===== src/rtl/chess_timer_pkg.sv =====
// chess_timer_pkg: shared FSM states, player ids, time limits and a binary-to-BCD helper.
package chess_timer_pkg;

    typedef enum logic [1:0] {IDLE, RUNNING, PAUSED, TIMEOUT} state_e;

    localparam logic WHITE = 1'b0;
    localparam logic BLACK = 1'b1;
    localparam int SECONDS_PER_MINUTE = 60;
    localparam int MAX_MINUTES = 99;

    function automatic logic [7:0] to_bcd(input logic [6:0] v);
        logic [6:0] tens;
        logic [6:0] units;
        tens = v / 7'd10;
        units = v % 7'd10;
        return {tens[3:0], units[3:0]};
    endfunction

endpackage


===== src/rtl/player_time_counter.sv =====
// player_time_counter: one player's min:sec register with countdown, Fischer increment and 99:59 saturation.
module player_time_counter
    import chess_timer_pkg::*;
#(
    parameter int INIT_MINUTES      = 5,
    parameter int INIT_SECONDS      = 0,
    parameter int INCREMENT_SECONDS = 0
) (
    input  logic        clock,
    input  logic        reset,
    input  logic        load,
    input  logic        decrement,
    input  logic        add_increment,
    output logic [6:0]  minutes,
    output logic [5:0]  seconds,
    output logic [15:0] bcd,
    output logic        is_zero
);
    localparam logic [6:0] INIT_M = 7'(INIT_MINUTES);
    localparam logic [5:0] INIT_S = 6'(INIT_SECONDS);
    localparam logic [6:0] MAX_M = 7'(MAX_MINUTES);
    localparam logic [5:0] MAX_S = 6'(SECONDS_PER_MINUTE - 1);
    localparam logic [6:0] SPM = 7'(SECONDS_PER_MINUTE);

    logic [6:0] min_q, min_d, dec_min, inc_min, sum_sec;
    logic [5:0] sec_q, sec_d, dec_sec, inc_sec;
    logic       wrap, sat;

    // Decrement is applied before the increment so a tick and a move on the same edge compose.
    always_comb begin
        dec_min = min_q;
        dec_sec = sec_q;
        if (decrement && sec_q != 6'd0)
            dec_sec = sec_q - 6'd1;
        else if (decrement && min_q != 7'd0) begin
            dec_min = min_q - 7'd1;
            dec_sec = MAX_S;
        end
        sum_sec = {1'b0, dec_sec} + 7'(INCREMENT_SECONDS);
        wrap = sum_sec >= SPM;
        inc_min = dec_min + {6'd0, wrap};
        inc_sec = wrap ? 6'(sum_sec - SPM) : sum_sec[5:0];
        sat = inc_min > MAX_M;
        min_d = load ? INIT_M : add_increment ? (sat ? MAX_M : inc_min) : dec_min;
        sec_d = load ? INIT_S : add_increment ? (sat ? MAX_S : inc_sec) : dec_sec;
    end

    always_ff @(posedge clock or posedge reset) begin
        if (reset) begin
            min_q <= INIT_M;
            sec_q <= INIT_S;
        end else begin
            min_q <= min_d;
            sec_q <= sec_d;
        end
    end

    assign minutes = min_q;
    assign seconds = sec_q;
    assign bcd     = {to_bcd(min_q), to_bcd({1'b0, sec_q})};
    assign is_zero = min_q == 7'd0 && sec_q == 6'd0;

endmodule


===== src/rtl/chess_clock_timer.sv =====
// chess_clock_timer: two-player chess clock with prescaler, turn FSM, pause/resume and sticky timeout flags.
module chess_clock_timer
    import chess_timer_pkg::*;
#(
    parameter int CLOCK_FREQUENCY   = 50000000,
    parameter int INIT_MINUTES      = 5,
    parameter int INIT_SECONDS      = 0,
    parameter int INCREMENT_SECONDS = 0
) (
    input  logic        clock,
    input  logic        reset,
    input  logic        start,
    input  logic        pause,
    input  logic        move_done,
    output logic        active_player,
    output logic        running,
    output logic [15:0] time_white_bcd,
    output logic [15:0] time_black_bcd,
    output logic        timeout_white,
    output logic        timeout_black
);
    localparam int PW = (CLOCK_FREQUENCY > 1) ? $clog2(CLOCK_FREQUENCY) : 1;
    localparam logic [PW-1:0] LAST = PW'(CLOCK_FREQUENCY - 1);

    state_e        state_q;
    logic [PW-1:0] cnt_q;
    logic          active_q, run_q, to_w_q, to_b_q;
    logic [6:0]    min_w, min_b, act_min;
    logic [5:0]    sec_w, sec_b, act_sec;
    logic          zero_w, zero_b, act_zero;
    logic          tick, flag, move_ok, load;

    assign tick     = state_q == RUNNING && cnt_q == LAST;
    assign act_min  = active_q ? min_b : min_w;
    assign act_sec  = active_q ? sec_b : sec_w;
    assign act_zero = active_q ? zero_b : zero_w;
    // The flag falls on the tick whose decrement lands on 0:00.
    assign flag     = tick && act_min == 7'd0 && (act_zero || act_sec == 6'd1);
    assign move_ok  = state_q == RUNNING && move_done && !pause && !flag;
    assign load     = state_q == IDLE;

    player_time_counter #(
        .INIT_MINUTES(INIT_MINUTES),
        .INIT_SECONDS(INIT_SECONDS),
        .INCREMENT_SECONDS(INCREMENT_SECONDS)
    ) u_white (
        .clock(clock),
        .reset(reset),
        .load(load),
        .decrement(tick && active_q == WHITE),
        .add_increment(move_ok && active_q == WHITE),
        .minutes(min_w),
        .seconds(sec_w),
        .bcd(time_white_bcd),
        .is_zero(zero_w)
    );

    player_time_counter #(
        .INIT_MINUTES(INIT_MINUTES),
        .INIT_SECONDS(INIT_SECONDS),
        .INCREMENT_SECONDS(INCREMENT_SECONDS)
    ) u_black (
        .clock(clock),
        .reset(reset),
        .load(load),
        .decrement(tick && active_q == BLACK),
        .add_increment(move_ok && active_q == BLACK),
        .minutes(min_b),
        .seconds(sec_b),
        .bcd(time_black_bcd),
        .is_zero(zero_b)
    );

    always_ff @(posedge clock or posedge reset) begin
        if (reset) begin
            state_q  <= IDLE;
            cnt_q    <= '0;
            active_q <= WHITE;
            run_q    <= 1'b0;
            to_w_q   <= 1'b0;
            to_b_q   <= 1'b0;
        end else begin
            case (state_q)
                IDLE: if (start) begin
                    state_q  <= RUNNING;
                    cnt_q    <= '0;
                    active_q <= WHITE;
                    run_q    <= 1'b1;
                end
                RUNNING: begin
                    cnt_q <= (tick || move_ok) ? '0 : cnt_q + PW'(1);
                    if (flag) begin
                        state_q <= TIMEOUT;
                        run_q   <= 1'b0;
                        to_w_q  <= to_w_q | (active_q == WHITE);
                        to_b_q  <= to_b_q | (active_q == BLACK);
                    end else if (pause) begin
                        state_q <= PAUSED;
                        run_q   <= 1'b0;
                    end else if (move_ok)
                        active_q <= ~active_q;
                end
                PAUSED: if (start) begin
                    state_q <= RUNNING;
                    run_q   <= 1'b1;
                end
                default: ;
            endcase
        end
    end

    assign active_player = active_q;
    assign running       = run_q;
    assign timeout_white = to_w_q;
    assign timeout_black = to_b_q;

endmodule


===== config.mk =====
export PLATFORM = sky130hd
export DESIGN_NAME = chess_clock_timer
export DESIGN_NICKNAME = d
export VERILOG_FILES = /design/src/rtl/chess_timer_pkg.sv /design/src/rtl/player_time_counter.sv /design/src/rtl/chess_clock_timer.sv
export SDC_FILE = /design/constraint.sdc
export NUM_CORES = 1
export LEC_CHECK = 0
export CAP_MARGIN = 5
export CELL_PAD_IN_SITES_DETAIL_PLACEMENT = 2
export CELL_PAD_IN_SITES_GLOBAL_PLACEMENT = 2
export CORE_UTILIZATION = 31
export DETAILED_ROUTE_END_ITERATION = 12
export MAX_ROUTING_LAYER = met4
export PLACE_DENSITY = 0.79
export SETUP_SLACK_MARGIN = 0.02
export SLEW_MARGIN = 10
export SYNTH_ARGS = -nofsm -noshare
export SYNTH_HDL_FRONTEND = slang
export SYNTH_HIERARCHICAL = 1
export SYNTH_SLANG_ARGS = --single-unit

===== constraint.sdc =====
create_clock -name clock -period 11.45 [get_ports clock]
set_input_delay 1.7175 -clock clock [delete_from_list [all_inputs] [get_ports clock]]
set_output_delay 1.7175 -clock clock [all_outputs]
set_load 0.02 [all_outputs]

* Yosys cells after proc, flatten, opt, wreduce, memory -nomap -nowiden
Cells that the tools add are included.
Widths: inputs -> output; s select.
** Storage, ports and cells
- Flip-flop bits (word level) :: 58
- Output and inout port bits :: 36
** Operators by class
- Add/subtract/negate cells :: 9
- Div/mod/pow operators :: 8
- Magnitude comparators :: 4
- Equality and inequality tests :: 10
- Mux-type cells :: 41
- Bitwise gates (word level) :: 3
- Reduce and logical (&&, ||, !) cells :: 37
** Operators with widths (count)
- $mux 6 :: 13
- $mux 7 :: 11
- $mux 26 :: 2
- $pmux 26 s2 :: 1
- $add 26x1->26 const B :: 1
- $eq 26x26->1 const B :: 1
- $logic_not 7->1 :: 3
- $logic_and 1x1->1 :: 16
- $add 7x1->7 :: 2
- $div 6x4->7 const B :: 2
- $div 7x4->7 const B :: 2
- $gt 7x7->1 const B :: 2
- $mod 6x4->7 const B :: 2
- $mod 7x4->7 const B :: 2
- $reduce_bool 7->1 :: 2
- $sub 7x1->7 const B :: 2
- $ge 6x6->1 const B :: 2
- $logic_not 6->1 :: 2
- $reduce_bool 6->1 :: 2
- $sub 6x1->6 const B :: 2
- $sub 6x6->6 const B :: 2
- $mux 1 :: 8
- $ne 2x2->1 const B :: 4
- $eq 6x1->1 const B :: 1
- 17 further kinds :: 25

* Depth between registers and ports, before layout
Gate-level depths: netlist of run 1.
- Depth after elaboration :: 12
- Gate-level depth with buffers :: 20
- Depth with buffers taken out :: 19

* Hierarchy
The synthesis of run 1 kept the hierarchy.
** Modules (own cells, without submodules)
- chess_clock_timer :: instances 1, cells an instance 229, area an instance 2018.2 µm², seq. area each 800.8 µm²
- player_time_counter (u_white) :: instances 1, cells an instance 263, area an instance 1995.7 µm², seq. area each 327.8 µm²
- player_time_counter (u_black) :: instances 1, cells an instance 240, area an instance 1886.8 µm², seq. area each 327.8 µm²

* Least setup slack after synthesis of run 1
OpenSTA, ideal clock, no wires.
- Path kind :: register to output
- From :: register u_white.min_q[2], in the netlist u_white/minutes[2]
- To :: output port time_white_bcd[10]
- Data arrival time :: 3.408 ns
- Data required time :: 9.733 ns
- Path slack :: 6.324 ns
- Cell stages (with the launch flop) :: 15
- Buffers on the path :: 3
- Cell sequence :: dfstp_2 > clkbuf_1 > clkbuf_1 > nand2b_1 > o32a_1 > o311a_1 > xnor2_1 > ha_1 > clkbuf_1 > nand2_1 > nand2_1 > o21ai_0 > o31ai_1 > and3_1 > mux2i_1
** On the way
- Cells in the longest elaborated chain, start to end :: 1
** Ends and longest elaborated chain
- start, declared :: RTL line player_time_counter.sv:25 : logic [6:0] min_q, min_d, dec_min, inc_min, sum_sec;
- start signal, assigned :: RTL line player_time_counter.sv:53 : min_q <= min_d;
- $mod 7x4->7 :: RTL line chess_timer_pkg.sv:15 : units = v % 7'd10;
- end, declared :: RTL line chess_clock_timer.sv:17 : output logic [15:0] time_white_bcd,
No other way between the ends.

* Final worst setup path of run 1
- From :: register u_white.min_q[3], in the netlist u_white/minutes[3]
- To :: output port time_white_bcd[10]
The elaborated chain is that of the path after synthesis.

==> results of run 1 <==
cell usage in the layout (no fill, tap or decap), types with 5 or more instances in the layout:
cell type and count:
inv_1 36, a21oi_1 31, nor3_1 21, xor2_1 12, o311ai_0 5, a21o_1 13, nand3b_1 7, a211oi_1 10
or3_1 9, mux2i_1 21, clkbuf_16 9, nand3_1 26, ha_1 21, nor4_1 13, dfrtp_1 54, o21a_1 5
o21ai_0 39, nand2_1 63, and3_1 10, xnor2_1 22, a31oi_1 17, o22ai_1 7, o211ai_1 7, nand2b_1 19
o31ai_1 6, nand4_1 15, nor2_1 54, nor2b_1 12, clkdlybuf4s50_1 38, o31a_1 8, a22o_1 5
kinds of logic after synthesis:
| family | after synthesis | synth area share (%) |
|---|---|---|
| xor gates and xnor gates | 36 | 5.73 |
| and+or+nand+nor | 300 | 29.1 |
| DFF | 58 | 24.7 |
| muxes | 22 | 3.75 |
| other | 2 | 0.127 |
| AOI/OAI and AO/OA | 203 | 24.9 |
| buffers and inverters | 89 | 7.06 |
| adders and majority gates | 22 | 4.62 |
state kept, by name, indices dropped and copies added (netlist names):
signal,flops
u_white/minutes,7
cnt_q,26
running,1
u_white/seconds,6
u_black/seconds,6
u_black/minutes,7
timeout_black,1
state_q,2
active_player,1
timeout_white,1
per-layer routing:
| layer | GRT usage, % | vias to the layer above |
|---|---|---|
| li1 | - | 2708 |
| met1 | 25.1 | 2940 |
| met2 | 38.1 | 67 |
| met3 | 1.78 | 29 |
| met4 | 6.82 | 0 |
| met5 | - | - |
worst min-delay path by stage:
stage / start / endpoint / cells past startpoint
finish: timeout_black$_DFFE_PP0P_ / timeout_black$_DFFE_PP0P_ / 1
global route: timeout_black$_DFFE_PP0P_ / timeout_black$_DFFE_PP0P_ / 1
CTS: timeout_black$_DFFE_PP0P_ / timeout_black$_DFFE_PP0P_ / 1
detailed placement: timeout_black$_DFFE_PP0P_ / timeout_black$_DFFE_PP0P_ / 1
global placement: timeout_black$_DFFE_PP0P_ / timeout_black$_DFFE_PP0P_ / 1
floorplan: cnt_q[25]$_DFFE_PP0P_ / cnt_q[25]$_DFFE_PP0P_ / 1
per-stage QoR:
stage	total power [mW]	hold WS, ns	utilization [%]
6_report	0.469	0.494	35.3
5_1_grt	0.482	0.513	35.3
4_1_cts	0.475	0.493	35.3
3_5_place_dp	0.221	0.478	33.8
3_3_place_gp	0.221	0.493	33.8
2_1_floorplan	0.216	0.458	-
synth_stat cells, types with 4 or more instances:
library cell	number	area, um2
a211oi_1	10	75.1
a21o_1	13	97.6
a21oi_1	31	155
a22o_1	5	43.8
a31oi_1	17	106
and3_1	10	62.6
buf_2	6	30.0
buf_4	6	45.0
buf_6	7	78.8
clkbuf_1	32	120
dfrtp_1	54	1350
dfstp_2	4	105
ha_1	21	263
inv_1	36	135
mux2i_1	21	210
nand2_1	63	236
nand2b_1	19	119
nand3_1	26	130
nand3b_1	7	52.6
nand4_1	15	93.8
nor2_1	54	203
nor2b_1	12	75.1
nor3_1	21	105
nor3b_1	4	30.0
nor4_1	13	81.3
nor4b_1	4	35.0
o211ai_1	7	52.6
o21a_1	5	37.5
o21ai_0	39	195
o22ai_1	7	43.8
o311ai_0	5	43.8
o31a_1	8	70.1
o31ai_1	6	45.0
or2_2	4	25.0
or3_1	9	56.3
or4_1	4	30.0
xnor2_1	22	193
xor2_1	12	105
power groups by stage:
stage / logic [mW] / clock network (mW) / registers [mW]
after global placement: 0.00985 / 0 / 0.211
after global routing: 0.0112 / 0.264 / 0.207
after CTS: 0.0103 / 0.257 / 0.207
after detailed placement: 0.0102 / 0 / 0.211
final: 0.00996 / 0.252 / 0.207
after floorplan: 0.00589 / 0 / 0.210
cell type report:
class | count | area (um2)
Clock inverter | 5 | 30.0
Clock buffer | 11 | 243
Inverter | 37 | 139
Fill cell | 2093 | 12100
Timing Repair Buffer | 42 | 410
Multi-Input combinational cell | 585 | 4030
Sequential cell | 58 | 1460
Tap cell | 234 | 293
==> results by group, run 1 <==
Run status
  • Status: finished, final reports clean

Layout
  • Fraction of layout cells with a size suffix above 1: 8.27%
  • # diodes: 0
  • Post-route cell area: 6600 um2
  • Post-Layout Cell Count: 972
  • Synth-to-Final Area Change: 11.8%
  • Layout Nets: 759

Job
  • Max-cap viol count: 0

Pwr
  • Sw frac: 23.3%
  • Worst VDD drop: 64.0 uV
  • Internal power: 360 uW
  • Combinational power share: 2.1%
  • Part of the power in the clock network: 53.7%
  • Sw Pwr: 109 uW
  • Power per Cell Area: 71.0 nW/um2
  • Sequential power share: 44.2%
  • P_leak: 2.57 nW

Place
  • Placed insts: 956
  • Routability cong.: 0.836
  • Port Buf Inserts: 38
  • Setup WS pre-CTS: 5.78 ns
  • Post-DP Area: 6330 um2
  • HPWL after detailed placement: 14400 um

Routing
  • Highest Signal Layer: met4
  • Total wire length: 19600 um
  • Routed Antenna Nets: 0
  • 1st-iter DRT viols: 190
  • DR WL/cell: 20.2 um
  • Met1 wire length: 8790 um
  • Vias per inst: 5.91
  • Met3 WL: 342 um
  • DR DRC count: 0
  • Vias: 5744
  • Drt pass-1 iters: 4
  • Met2 wire length: 10200 um

Critical path
  • R2r startpoint: cnt_q[0]$_DFFE_PP0P_
  • Critical path cell sequence: inv_1, o32a_1, o311a_1, xnor2_1, ha_1, o311ai_0, nand2_1, a21oi_1, o311ai_0, and3_1, mux2i_1, clkdlybuf4s50_1
  • CP top delay family: compound AO/OA/AOI/OAI gates
  • CP peak stage delay: 0.76 ns
  • Critical path origin: u_white/minutes[3]$_DFF_PP0_
  • Cell repeated most along the worst path: o311ai_0
  • Critical Path Fanout Max: 20
  • CP bufs+invs: 2
  • Setup CP Type: register to output pin
  • Crit Reg-Reg Endpoint: u_white/minutes[1]$_DFF_PP0_
  • Reg2reg setup slack: 6.26 ns
  • Slowest-stage cell, CP: dfrtp_1
  • CP Capture Type: output pin
  • CP required: 9.73 ns
  • Crit path DAT: 4.35 ns
  • WP depth: 12
  • Worst reg2reg path depth: 19
  • Critical path launch point type: register
  • Critical Path End: time_white_bcd[10]

Synth
  • Ys flop type: dfrtp_1
  • Synth Net Count: 758
  • Post-synth EDFFs: 0
  • Register area share after synthesis: 24.7%
  • FF+latch count, synth: 58
  • Post-Synthesis Cells: 732
  • Post-Syn Area: 5900 um2
  • Async S/R FF share, synth: 100%
  • Synthesized area per cell: 8.06 um2
  • Synth Warn #: 6
  • Post-synth cell types: 102

Clock tree
  • Htree depth: 3
  • Clock Root Buffer: clkbuf_16
  • TritonCTS clock tree: built
  • Clk buf depth: 2
  • Post-CTS Setup Inserts: 0
  • Clock transition at path regs: 0.06 ns
  • Clk sink count: 58
  • CTS Hold Bufs: 0
  • Post-CTS resize count: 0
  • TritonCTS Buffers: 9
  • Clock latency on the worst-skew pair: 0.34 ns

Global routing
  • Vias in the first global route: 6296
  • Total track usage: 21.3%
  • Grt ovf: 0
  • First-pass GRT wire length: 32900 um
  • Initial antenna violation count: 0
  • Pin count of the biggest net entering global routing: 33

Hold path
  • Hold/Removal Path Class: register to register

STA
  • Skew final: 0.00765 ns
  • RSZ-0062 raised after global routing: false
  • Final Setup Violations: 0
  • Max-slew violations: 0
  • Period utilization: 53.0%
  • Least-Margin Pin Slew: 1.03 ns
  • Fin. Hold Viols: 0
  • Final TNS setup: 0 ns
  • F_max: 165 MHz
  • Worst setup margin: 5.38 ns
  • Slew HR: 31.4%
  • Fin crit period: 6.07 ns

Die
  • Row count: 50
  • Initial Util: 31.5%
  • Core Area: 18700 um2
  • Die Footprint: 19600 um2
  • Die Y: 140 um
  • Die Wd: 140 um
  • I/O pins: 41
Note: power is estimated with default switching activity, not from simulation.
==> inputs of run 2 (changes only) <==
- PLACE_DENSITY: 0.79 -> 0.82
- clock period: 11.45 -> 5.4 ns (I/O delays scaled with it)
==> results by group, run 2 (synthesis results as in run 1) <==
Die
  • Die Footprint: 19600 um2 (unchanged)
  • Initial Util: 31.5% (unchanged)
  • Row count: 50 (unchanged)
  • Core Area: 18700 um2 (unchanged)
  • I/O pins: 41 (unchanged)
  • Die Wd: 140 um (unchanged)
  • Die Y: 140 um (unchanged)

Hold path
  • Hold/Removal Path Class: register to register (unchanged)

Global routing
  • Initial antenna violation count: 0 (unchanged)
  • Grt ovf: 0 (unchanged)
  • First-pass GRT wire length: 33700 um (was 32900 um)
  • Vias in the first global route: 6359 (was 6296)
  • Total track usage: 21.8% (was 21.3%)
  • Pin count of the biggest net entering global routing: 30 (was 33)

STA
  • Least-Margin Pin Slew: 1.08 ns (was 1.03 ns)
  • Max-slew violations: 0 (unchanged)
  • Slew HR: 27.8% (was 31.4%)
  • Final TNS setup: 0 ns (unchanged)
  • Fin. Hold Viols: 0 (unchanged)
  • Worst hold margin: 0.523 ns (was 0.494 ns)
  • Final Setup Violations: 0 (unchanged)
  • F_max: 199 MHz
  • RSZ-0062 raised after global routing: false (unchanged)
  • Fin crit period: 5.02 ns
  • Skew final: 0.00525 ns (was 0.00765 ns)
  • Period utilization: 92.9%

Critical path
  • Crit path DAT: 5.27 ns (was 4.35 ns)
  • CP peak stage delay: 0.57 ns (was 0.76 ns)
  • Cell repeated most along the worst path: ha_1 (was o311ai_0)
  • CP Capture Type: register (was output pin)
  • Setup CP Type: register to register (was register to output pin)
  • CP required: 5.65 ns (was 9.73 ns)
  • Reg2reg setup slack: 0.38 ns (was 6.26 ns)
  • Critical path launch point type: register (unchanged)
  • Critical path cell sequence: ha_1, and3_2, nand4_1, nor3_1, nand4bb_1, a311oi_2, nor2_1, mux2i_1, ha_1, and3_1, ha_1, ha_1, nand2_1, o31ai_1, nand4b_1, o22a_1 (was inv_1, o32a_1, o311a_1, xnor2_1, ha_1, o311ai_0, nand2_1, a21oi_1, o311ai_0, and3_1, mux2i_1, clkdlybuf4s50_1)
  • Critical Path Fanout Max: 7 (was 20)
  • Slowest-stage cell, CP: a311oi_2 (was dfrtp_1)

Layout
  • Post-route cell area: 6680 um2 (was 6600 um2)
  • Fraction of layout cells with a size suffix above 1: 9.30% (was 8.27%)
  • Synth-to-Final Area Change: 13.1% (was 11.8%)
  • Most common cell after layout, fill and taps aside: nand2_1 (unchanged)
  • Largest reg by FF count: cnt_q (unchanged)
  • Filler Cells Inserted: 2098 (was 2093)
  • Max reg flops: 26 (unchanged)
  • Commonest cells after routing, fill and taps aside: 63 x nand2_1, 54 x nor2_1, 53 x dfrtp_1, 39 x o21ai_0, 38 x clkdlybuf4s50_1 (was 63 x nand2_1, 54 x nor2_1, 54 x dfrtp_1, 39 x o21ai_0, 38 x clkdlybuf4s50_1)
  • # diodes: 0 (unchanged)
  • Layout Nets: 763 (was 759)

Pwr
  • Combinational power share: 2.1% (about the same)
  • Internal power: 822 uW (was 360 uW)
  • Part of the power in the clock network: 55.7% (was 53.7%)
  • Worst VDD drop: 130 uV (was 64.0 uV)
  • Power per Cell Area: 156 nW/um2 (was 71.0 nW/um2)
  • Power Total: 1.04 mW (was 469 uW)
  • Sw Pwr: 219 uW (was 109 uW)
  • Sw frac: 21.0% (was 23.3%)
  • Sequential power share: 42.2% (was 44.2%)
  • P_leak: 2.62 nW (was 2.57 nW)

Routing
  • Vias: 5786 (was 5744)
  • Drt pass-1 iters: 4 (unchanged)
  • 1st-iter DRT viols: 294 (was 190)
  • DR DRC count: 0 (unchanged)
  • DR WL/cell: 20.8 um (was 20.2 um)
  • Vias per inst: 5.93 (was 5.91)
  • Routed Antenna Nets: 0 (unchanged)
  • Total wire length: 20300 um (was 19600 um)

Clock tree
  • Clk buf depth: 2 (unchanged)
  • Clock Root Buffer: clkbuf_16 (unchanged)
  • Clk sink count: 58 (unchanged)
  • CTS Hold Bufs: 0 (unchanged)
  • TritonCTS clock tree: built (unchanged)
  • TritonCTS Buffers: 9 (unchanged)
  • Htree depth: 3 (unchanged)
  • Clock transition at path regs: 0.05 ns (was 0.06 ns)
  • Clock latency on the worst-skew pair: 0.33 ns (was 0.34 ns)

Run status
  • Status: finished, final reports clean (unchanged)

Place
  • HPWL after detailed placement: 14800 um (was 14400 um)
  • Routability cong.: 0.836 (about the same)
  • Post-DP Area: 6350 um2 (was 6330 um2)
  • Port Buf Inserts: 38 (unchanged)

Job
  • Max-cap viol count: 0 (unchanged)
## run 2: changes by cell type in the layout (fill, tap and decap cells not counted), sizes merged
cell      before  now
clkinvlp       2    1
buf            4    8
bufinv         0    1
## run 2: per-stage QoR
step / cells / utilization [%] / setup WS, ns
after floorplan: 732 / - / 1.18
after global placement: 959 / 33.9 / 0.626
after detailed placement: 959 / 33.9 / 0.365
after CTS: 975 / 35.6 / 0.286
after global routing: 976 / 35.7 / 0.0361
final: 976 / 35.7 / 0.381
## run 2: path summary, 6_finish.rpt
path,from,to,depth (start not counted)
hold / removal,timeout_black$_DFFE_PP0P_,timeout_black$_DFFE_PP0P_,1
setup / recovery,cnt_q[0]$_DFFE_PP0P_,u_black/minutes[2]$_DFF_PP1_,16
max in group asynchronous,reset,cnt_q[21]$_DFFE_PP0P_,3
hold reg to reg,timeout_black$_DFFE_PP0P_,timeout_black$_DFFE_PP0P_,1
min in group asynchronous,reset,timeout_black$_DFFE_PP0P_,2
setup reg to reg,cnt_q[0]$_DFFE_PP0P_,u_black/minutes[2]$_DFF_PP1_,16
## run 2: cell type report
| class | count | area, um2 | share of cell area [%] |
|---|---|---|---|
| multi-input cells | 585 | 4040 | 60.5 |
| flip-flops and latches | 58 | 1460 | 21.8 |
| repair buffers | 46 | 440 | 6.60 |
| well taps | 234 | 293 | 4.39 |
| clock buffers | 11 | 253 | 3.79 |
| inverters | 37 | 139 | 2.08 |
| clock inverters | 5 | 52.6 | 0.787 |
## run 2: worst max-delay path, delay by kind of cell (launching register included)
family	cells	cell delay (ns)
flops	1	0.41
fa+ha+maj	4	0.99
compound gates	3	1.21
simple gates	8	1.99
mux	1	0.32
## run 2: what timing repair did
action                     in CTS  in global routing
buffers inserted                0                  1
setup endpoints to repair       0                  9
resized for setup               0                  3
## run 2: routing by layer
metal	track usage [%]	part of all wire, %	up-vias
met5	-	0	-
met2	38.4	52	84
li1	-	-	2719
met3	2.02	1.6	26
met1	26.2	45	2957
met4	6.94	1.9	0
## run 2: power groups by stage
stage / Combinational [mW] / Clock (mW) / Sequential (mW)
global placement: 0.0210 / 0 / 0.446
detailed placement: 0.0218 / 0 / 0.447
CTS: 0.0223 / 0.594 / 0.439
global route: 0.0245 / 0.609 / 0.439
floorplan: 0.0125 / 0 / 0.446
finish: 0.0216 / 0.580 / 0.439
